$ cat src/rtl/ysyx_24100005_wb_pkg.sv
// ysyx_24100005_wb_pkg
//   Shared types for the write-back arbiter: the buffered result entry and
//   the source encoding used by the round-robin pointer.
//   Ports: none (package).
package ysyx_24100005_wb_pkg;

    localparam int WB_ADDR_WIDTH = 5;
    localparam int WB_DATA_WIDTH = 32;

    // Source encoding; also the value held by the round-robin pointer.
    localparam logic SRC_EXU = 1'b0;
    localparam logic SRC_LSU = 1'b1;

    typedef struct packed {
        logic [WB_ADDR_WIDTH-1:0] rd;
        logic [WB_DATA_WIDTH-1:0] data;
    } wb_entry_t;

endpackage

$ cat src/rtl/ysyx_24100005_wb_fifo.sv
// ysyx_24100005_wb_fifo
//   Small per-source result FIFO. Pointers carry one extra wrap bit so that
//   full and empty are distinguished without a separate counter.
//   Ports:
//     clk, rst_n   clock, asynchronous active-low reset (empties the FIFO)
//     push, din    write din when push && !full
//     pop          drop the head when pop && !empty
//     full, empty  status, combinational from the pointers
//     head         oldest entry (undefined content while empty)
module ysyx_24100005_wb_fifo
    import ysyx_24100005_wb_pkg::*;
#(
    parameter int  DEPTH   = 2,
    parameter type entry_t = wb_entry_t
) (
    input  logic   clk,
    input  logic   rst_n,
    input  logic   push,
    input  entry_t din,
    input  logic   pop,
    output logic   full,
    output logic   empty,
    output entry_t head
);

    localparam int AW = $clog2(DEPTH);

    logic [AW:0] wr_ptr;
    logic [AW:0] rd_ptr;
    entry_t      mem [DEPTH];

    logic do_push;
    logic do_pop;

    assign empty   = (wr_ptr == rd_ptr);
    assign full    = (wr_ptr[AW] != rd_ptr[AW]) && (wr_ptr[AW-1:0] == rd_ptr[AW-1:0]);
    // A full FIFO never accepts, even when its head leaves this same cycle.
    assign do_push = push && !full;
    assign do_pop  = pop && !empty;
    assign head    = mem[rd_ptr[AW-1:0]];

    always_ff @(posedge clk or negedge rst_n) begin
        if (!rst_n) begin
            wr_ptr <= '0;
            rd_ptr <= '0;
        end else begin
            if (do_push) wr_ptr <= wr_ptr + 1'b1;
            if (do_pop)  rd_ptr <= rd_ptr + 1'b1;
        end
    end

    // Storage needs no reset: pointers alone decide what is valid.
    always_ff @(posedge clk) begin
        if (do_push) mem[wr_ptr[AW-1:0]] <= din;
    end

endmodule

$ cat src/rtl/ysyx_24100005_wb_arbiter.sv
// ysyx_24100005_wb_arbiter
//   GPR write-port writer. EXU and LSU results are each buffered in their own
//   FIFO; one head per cycle is granted round-robin and issued as a registered
//   register-file write. Entries with rd==0 are popped without writing.
//   Optional feature macro: WB_BYPASS_EN adds a combinational forward of the
//   pending (registered, not yet committed) write onto two read ports.
//   Ports:
//     clk, rst_n                      clock, asynchronous active-low reset
//     exu_valid/ready/rd/data         EXU result handshake
//     lsu_valid/ready/rd/data         LSU result handshake
//     rf_wen/rf_waddr/rf_wdata        registered register-file write
//     busy                            any FIFO non-empty or write pending
//     rs1addr/rs2addr, rsNdata_rf,    (WB_BYPASS_EN) read-port forwarding
//     rsNdata_fwd
module ysyx_24100005_wb_arbiter
    import ysyx_24100005_wb_pkg::*;
#(
    parameter int ADDR_WIDTH = 5,
    parameter int DATA_WIDTH = 32,
    parameter int FIFO_DEPTH = 2
) (
    input  logic                  clk,
    input  logic                  rst_n,
    input  logic                  exu_valid,
    output logic                  exu_ready,
    input  logic [ADDR_WIDTH-1:0] exu_rd,
    input  logic [DATA_WIDTH-1:0] exu_data,
    input  logic                  lsu_valid,
    output logic                  lsu_ready,
    input  logic [ADDR_WIDTH-1:0] lsu_rd,
    input  logic [DATA_WIDTH-1:0] lsu_data,
    output logic                  rf_wen,
    output logic [ADDR_WIDTH-1:0] rf_waddr,
    output logic [DATA_WIDTH-1:0] rf_wdata,
    output logic                  busy
`ifdef WB_BYPASS_EN
    ,
    input  logic [ADDR_WIDTH-1:0] rs1addr,
    input  logic [ADDR_WIDTH-1:0] rs2addr,
    input  logic [DATA_WIDTH-1:0] rs1data_rf,
    input  logic [DATA_WIDTH-1:0] rs2data_rf,
    output logic [DATA_WIDTH-1:0] rs1data_fwd,
    output logic [DATA_WIDTH-1:0] rs2data_fwd
`endif
);

    typedef struct packed {
        logic [ADDR_WIDTH-1:0] rd;
        logic [DATA_WIDTH-1:0] data;
    } entry_t;

    entry_t exu_head, lsu_head, head;
    logic   exu_full, exu_empty, lsu_full, lsu_empty;
    logic   rr_ptr;
    logic   grant_vld, grant_src;
    logic   pop_exu, pop_lsu;

    assign exu_ready = !exu_full;
    assign lsu_ready = !lsu_full;

    ysyx_24100005_wb_fifo #(.DEPTH(FIFO_DEPTH), .entry_t(entry_t)) u_exu_fifo (
        .clk   (clk),
        .rst_n (rst_n),
        .push  (exu_valid),
        .din   ('{rd: exu_rd, data: exu_data}),
        .pop   (pop_exu),
        .full  (exu_full),
        .empty (exu_empty),
        .head  (exu_head)
    );

    ysyx_24100005_wb_fifo #(.DEPTH(FIFO_DEPTH), .entry_t(entry_t)) u_lsu_fifo (
        .clk   (clk),
        .rst_n (rst_n),
        .push  (lsu_valid),
        .din   ('{rd: lsu_rd, data: lsu_data}),
        .pop   (pop_lsu),
        .full  (lsu_full),
        .empty (lsu_empty),
        .head  (lsu_head)
    );

    // Contended: rr_ptr decides. Otherwise whichever FIFO holds data wins.
    assign grant_vld = !exu_empty || !lsu_empty;
    assign grant_src = (!exu_empty && !lsu_empty) ? rr_ptr
                     : (exu_empty ? SRC_LSU : SRC_EXU);
    assign pop_exu   = grant_vld && (grant_src == SRC_EXU);
    assign pop_lsu   = grant_vld && (grant_src == SRC_LSU);
    assign head      = (grant_src == SRC_LSU) ? lsu_head : exu_head;

    always_ff @(posedge clk or negedge rst_n) begin
        if (!rst_n) begin
            rr_ptr   <= SRC_EXU;
            rf_wen   <= 1'b0;
            rf_waddr <= '0;
            rf_wdata <= '0;
        end else begin
            rf_wen <= grant_vld && (head.rd != '0);
            if (grant_vld) begin
                // Pointer flips to the other source even when uncontended.
                rr_ptr <= ~grant_src;
                // rd==0 pops leave the address/data registers untouched.
                if (head.rd != '0) begin
                    rf_waddr <= head.rd;
                    rf_wdata <= head.data;
                end
            end
        end
    end

    assign busy = !exu_empty || !lsu_empty || rf_wen;

`ifdef WB_BYPASS_EN
    // Forward the registered write the regfile will only commit at the edge.
    assign rs1data_fwd = (rf_wen && rf_waddr == rs1addr && rs1addr != '0) ? rf_wdata : rs1data_rf;
    assign rs2data_fwd = (rf_wen && rf_waddr == rs2addr && rs2addr != '0) ? rf_wdata : rs2data_rf;
`endif

endmodule

$ cat config.mk
export PLATFORM = sky130hd
export DESIGN_NAME = ysyx_24100005_wb_arbiter
export DESIGN_NICKNAME = d
export VERILOG_FILES = /design/src/rtl/ysyx_24100005_wb_pkg.sv /design/src/rtl/ysyx_24100005_wb_fifo.sv /design/src/rtl/ysyx_24100005_wb_arbiter.sv
export SDC_FILE = /design/constraint.sdc
export NUM_CORES = 1
export LEC_CHECK = 0
export CELL_PAD_IN_SITES_DETAIL_PLACEMENT = 1
export CELL_PAD_IN_SITES_GLOBAL_PLACEMENT = 1
export CORE_UTILIZATION = 49
export DETAILED_ROUTE_END_ITERATION = 10
export GPL_TIMING_DRIVEN = 0
export PLACE_DENSITY = 0.82
export SETUP_SLACK_MARGIN = 0.15
export SYNTH_ARGS = -nofsm -noshare
export SYNTH_HDL_FRONTEND = slang
export SYNTH_SLANG_ARGS = --single-unit
$ cat constraint.sdc
create_clock -name clk -period 8.1 [get_ports clk]
set_input_delay 0.81 -clock clk [delete_from_list [all_inputs] [get_ports clk]]
set_output_delay 0.81 -clock clk [all_outputs]
set_load 0.005 [all_outputs]
# --- Yosys cells after proc, flatten, opt, wreduce, memory -nomap -nowiden ---
# Memories as Yosys holds them, arrays and structs flattened.
# Cells that the tools add are included.
# Widths: inputs -> output; s select.
op_classes:
  eq_ne: 6
  mux: 7
  n_reduce_logical: 18
  n_bitwise: 1
  add_sub_neg: 4
op_table:
  columns: ["cell", "n"]
  rows:
  - ["$mux 37", 1]
  - ["$logic_and 1x1->1", 10]
  - ["$add 2x1->2 const B", 4]
  - ["$mux 1", 6]
  - ["$reduce_bool 5->1", 1]
  - ["$eq 2x2->1", 2]
  - ["$logic_not 1->1", 4]
  - ["$eq 1x1->1", 2]
  - ["$logic_or 1x1->1", 2]
  - ["$ne 1x1->1", 2]
  - ["$reduce_and 2->1", 1]
  - ["$not 1->1", 1]
totals:
  wordCells: 46
  ff_bits: 47
  n_memories: 2
  input_bits: 78
  ram_bits: 148
  output_inout_bits: 41
mem_list:
  columns: ["name", "words", "width", "rd", "rd_ports_with_merged_regs", "write_ports", "line_no", "rtl"]
  rows:
  - ["u_exu_fifo.mem", 2, 37, 1, 0, 1, "ysyx_24100005_wb_fifo.sv:30", "entry_t mem [DEPTH];"]
  - ["u_lsu_fifo.mem", 2, 37, 1, 0, 1, "ysyx_24100005_wb_fifo.sv:30", null]

# --- Longest topological paths before layout ---
depth:
  ltp_word: 7
  ltp_mapped: 8
  mapped_depth_nobuf: 5

# --- Hierarchy ---
# A second synthesis with hierarchy kept.
hier_totals:
  cells_unflattened: 479
  hier_area_um2: 7896.3
by_module_without_submodules:
  columns: ["module", "seq_area_each_um2", "n_inst", "cells_each", "area_each_um2"]
  rows:
  - ["ysyx_24100005_wb_fifo", 2322.2, 2, 143, 2961.6]
  - ["ysyx_24100005_wb_arbiter", 975.9, 1, 193, 1973.1]

# --- Worst setup path after synthesis ---
# Ideal clock, no wire load.
synth_path:
  path_kind: "register to register"
  start: "reg u_lsu_fifo.rd_ptr[1]"
  end: "mem u_lsu_fifo.mem[0][0] in the netlist's numbering (enable)"
  path_slack_ps: 5114
  arrival_time_ps: 2555
  path_stages_with_launch: 5
  path_cell_list: "dfrtp_1 > xnor2_1 > nand2b_1 > nand2_1 > nor2_1"
synth_via:
  elab_chain_cells: 6
synth_lines:
  columns: ["item", "line_no", "rtl"]
  rows:
  - ["start: declaration", "ysyx_24100005_wb_fifo.sv:29", "logic [AW:0] rd_ptr;"]
  - ["start signal: assignment", "ysyx_24100005_wb_fifo.sv:48", "if (do_pop) rd_ptr <= rd_ptr + 1'b1;"]
  - ["$ne 1x1->1", "ysyx_24100005_wb_fifo.sv:36", "assign full = (wr_ptr[AW] != rd_ptr[AW]) && (wr_ptr[AW-1:0] == rd_ptr[AW-1:0]);"]
  - ["$logic_and 1x1->1", "ysyx_24100005_wb_fifo.sv:36", null]
  - ["$logic_not 1->1", null, null]
  - ["via lsu_ready", "ysyx_24100005_wb_arbiter.sv:29", "output logic lsu_ready,"]
  - ["$logic_and 1x1->1", "ysyx_24100005_wb_fifo.sv:38", "assign do_push = push && !full;"]
  - ["$mux 1", "ysyx_24100005_wb_fifo.sv:54", "if (do_push) mem[wr_ptr[AW-1:0]] <= din;"]
  - ["$mux 1 (implied by the code)", "ysyx_24100005_wb_fifo.sv:54", null]
  - ["end: declaration", "ysyx_24100005_wb_fifo.sv:30", null]
# The timed path passes the listed nets, and every way through them passes these cells.

# --- Worst setup path in the final report ---
layout_path:
  start: "reg u_lsu_fifo.rd_ptr[0]"
  end: "out busy"
layout_via:
  elab_chain_cells: 4
layout_lines:
  columns: ["item", "line_no", "rtl"]
  rows:
  - ["$eq 2x2->1", "ysyx_24100005_wb_fifo.sv:35", "assign empty = (wr_ptr == rd_ptr);"]
  - ["$logic_not 1->1", "ysyx_24100005_wb_arbiter.sv:111", "assign busy = !exu_empty || !lsu_empty || rf_wen;"]
  - ["$logic_or 1x1->1 (2 in series)", "ysyx_24100005_wb_arbiter.sv:111", null]
  - ["end: declaration", "ysyx_24100005_wb_arbiter.sv:35", "output logic busy"]
# Every way passes these cells.

==> run summary <==
====================================================================================
Destination of the worst register-to-register timing path               rf_wdata[11]$_DFFE_PN0P_
DRT iter0 DRCs                                                                   260
Overall fraction of global-route tracks in use                                 23.4%
Cell type of the slowest stage on the worst timing path                 clkdlybuf4s50_1
Internal power                                                               3.23 mW
Setup repair after global routing missed its margin                               no
Post-synthesis average cell area                                           18.5 um^2
Floorplan die width                                                           127 um
Antenna violations before repair                                                   0
Core Box Area                                                            0.0153 mm^2
Global-route wire length before repair                                      27000 um
Netlist Area Pre-Place                                                  0.00768 mm^2
Root buffer cell                                                           clkbuf_16
Vias in the first global route                                                  4784
Crit Path Max Fanout                                                               8
Portion of the post-synthesis area used by sequential elements                 73.1%
Part of the total power dissipated in combinational logic                      46.8%
Final Core Density                                                             64.8%
Fraction of synthesized cell area taken by the top area cell type              57.8%
Detail-routed via count per cell                                                5.36
Part of the total power dissipated in the clock network                        18.8%
Leak Pwr                                                                     3.82 nW
Worst slew pin tran                                                         0.876 ns
Synthesis Warnings                                                                 0
DIE AREA                                                                 0.0162 mm^2
Global routing met3 resource utilization                                       5.53%
Min cycle time layout                                                        3.25 ns
GR Util met2                                                                   41.0%
Number of post-CTS setup repair buffers                                            0
Clock transition at the registers of the reported paths                      0.07 ns
Worst setup path category                                               flop to output pin
Final Hold Violating Endpoints                                                     0
Switching power of the nets                                                  1.60 mW
Total power divided by cell area                                         489 mW/mm^2
Post-detailed-route wirelength per cell                                      22.7 um
Final routed wirelength across all metal layers                             17700 um
Starting Density                                                               50.4%
Total number of vias                                                            4195
Post-cts gate resize count                                                         0
Critical path data arrival time                                              2.44 ns
Dominant cells by area after synthesis                                  edfxtp_1 (58%), dfrtp_1 (15%), mux2i_1 (14%)
Post-synth EDFFs                                                                 148
Max-capacitance violation count                                                    0
Asr flop ratio synth                                                           24.1%
Post-synthesis register bit count                                                195
Endpoint required time on the critical path                                  7.29 ns
Cell Rows                                                                         45
Number of nets in the finished design                                            636
H-tree levels                                                                      4
Total overflow reported by the global router                                       0
Total iterations of the first detailed-routing run                                 4
Mapped Nets                                                                      494
Final HPWL from detailed placement                                          11300 um
Synth cell types                                                                  39
Most numerous cell in the Yosys netlist                                     edfxtp_1
Register-to-register setup slack                                             5.56 ns
Worst Setup Start Kind                                                          flop
Clock latency on the worst-skew pair                                         0.43 ns
Maximum number of pins on one net before global-route repair                      31
Count of pins over their slew limit                                                0
N_diodes                                                                           0
Ratio of cells with drive above 1 in the final layout                          14.0%
Area growth from synthesis to layout                                           28.6%
Peak per-stage delay on the critical path                                    0.46 ns
Total negative slack                                                            0 ns
I/O Pins                                                                         119
Result of the run                                                          completed
DR DRC count                                                                       0
Prevailing post-synth register cell                                         edfxtp_1
Met1 demand-to-capacity share in global routing                                28.3%
Tightest slew margin relative to the limit                                     41.6%
Class of the tightest hold or removal check                             input port to asynchronous set/reset pin
Start of the worst register-to-register path                            u_lsu_fifo.rd_ptr[0]$_DFFE_PN0P_
Weighted congestion at the end of routability-driven global placement          0.741
Maximum buffer depth of the clock tree                                             2
Port bufs                                                                        118
TritonCTS buffer count                                                            17
Switching share of total power                                                 33.1%
Clock sink count                                                                 195
List of cells traversed by the critical path                            buf_2 -> xnor2_1 -> nand2_1 -> or3_1 -> clkdlybuf4s50_1
Clock skew after layout                                                   0.00864 ns
Maximum clock frequency                                                      307 MHz
Total of endpoints with negative setup slack in the final report                   0
Worst R2R Path Depth                                                               8
Cts-stage hold buffer count                                                        0
GRT Max-Usage Layer                                                             met2
Area leader, netlist                                                        edfxtp_1
Post-route fraction of the period consumed by the critical path                40.2%
Worst setup EP type                                                       output pin
Sequential Power Share                                                         34.4%
Clock tree from TritonCTS                                                        yes
Synth cell count leaders                                                edfxtp_1 (148), mux2i_1 (106), dfrtp_1 (47), mux2_4 (20)
Maximum resistive drop on vdd                                             0.000269 V
Cell count after synthesis                                                       416
Detail Route Antenna Nets                                                          0
Height of the chip                                                            127 um
====================================================================================
-- logic make-up after synthesis --
| logic type | count (synthesis) | share of synthesized area [%] |
|---|---|---|
| AND/OR/NAND/NOR | 28 | 1.87 |
| flip-flops | 195 | 73.1 |
| multiplexers | 138 | 19.5 |
| XOR/XNOR | 12 | 1.37 |
| buffers and inverters | 21 | 1.89 |
| AO/OA/AOI/OAI | 22 | 2.25 |
-- how the worst max path moves through the flow --
stage                                          start                             end  slack [ns]  cells after the start
finish              u_lsu_fifo.rd_ptr[0]$_DFFE_PN0P_                            busy        4.85                      5
global route        u_lsu_fifo.rd_ptr[0]$_DFFE_PN0P_                            busy        4.72                      5
CTS                 u_lsu_fifo.rd_ptr[0]$_DFFE_PN0P_                            busy        4.84                      5
detailed placement  u_lsu_fifo.rd_ptr[0]$_DFFE_PN0P_                            busy        5.34                      5
global placement                           lsu_valid  u_lsu_fifo.mem[0][2]$_DFFE_PP_        3.33                      3
floorplan           u_lsu_fifo.rd_ptr[1]$_DFFE_PN0P_  u_lsu_fifo.mem[0][0]$_DFFE_PP_        5.11                      4
-- per-stage QoR --
| step | setup WS (ns) | power, mW | area (um^2) | hold slack (ns) | std cells |
|---|---|---|---|---|---|
| 3_5_place_dp | 5.34 | 3.92 | 9250 | 0.481 | 750 |
| 5_1_grt | 4.72 | 5.07 | 9880 | 0.369 | 782 |
| 6_report | 4.85 | 4.84 | 9880 | 0.346 | 782 |
| 4_1_cts | 4.84 | 4.89 | 9880 | 0.347 | 782 |
| 2_1_floorplan | 5.11 | 3.16 | 7680 | 0.462 | 416 |
| 3_3_place_gp | 3.33 | 3.78 | 9130 | 0.475 | 745 |
-- placed cells by master, fill, tap and decap left out, types with 3 or more instances in the layout --
cell type and instances:
clkdlybuf4s50_1 117, mux2i_1 106, xor2_1 3, bufinv_16 5, clkbuf_16 17, inv_1 4
edfxtp_1 148, mux2_1 6, mux2_2 6, buf_2 7, mux2_4 20, a21oi_1 5
nor2_1 3, dfrtp_1 47, buf_12 6, xnor2_1 9, clkbuf_1 8, a22o_1 4
clkinv_2 3, nand2_1 9
-- state kept, by name, summed over array words and instances (netlist names) --
register,count
rf_waddr,5
rf_wdata,32
rf_wen,1
rr_ptr,1
u_exu_fifo.mem,74
u_exu_fifo.rd_ptr,2
u_exu_fifo.wr_ptr,2
u_lsu_fifo.mem,74
u_lsu_fifo.rd_ptr,2
u_lsu_fifo.wr_ptr,2
-- critical path: cells and delay by family (launching register included) --
family | cells | cell delay [ns]
buf+inv | 2 | 0.64
simple gates | 2 | 0.61
xor+xnor | 1 | 0.41
flops | 1 | 0.36
-- final cells by class --
| type | count | area (um^2) |
|---|---|---|
| sequential | 195 | 5620 |
| fill | 1333 | 5370 |
| multi-input combinational | 200 | 1940 |
| timing repair buffer | 123 | 1280 |
| clock buffer | 22 | 454 |
| tap | 211 | 264 |
| clock inverter | 10 | 181 |
| buffer | 17 | 130 |
| inverter | 4 | 15.0 |
-- per-layer routing --
layer	share of wire, %	vias up
met1	42	2163
met4	1.6	0
met2	52	131
met5	0	-
met3	4.7	31
li1	-	1870
-- power groups by stage --
stage | Combinational, mW | Sequential [mW] | Clock [mW]
2_1_floorplan | 1.52 | 1.64 | 0
3_3_place_gp | 2.12 | 1.67 | 0
3_5_place_dp | 2.25 | 1.67 | 0
4_1_cts | 2.31 | 1.67 | 0.921
5_1_grt | 2.42 | 1.69 | 0.949
6_report | 2.26 | 1.66 | 0.910
Note: power is estimated with default switching activity, not from simulation.
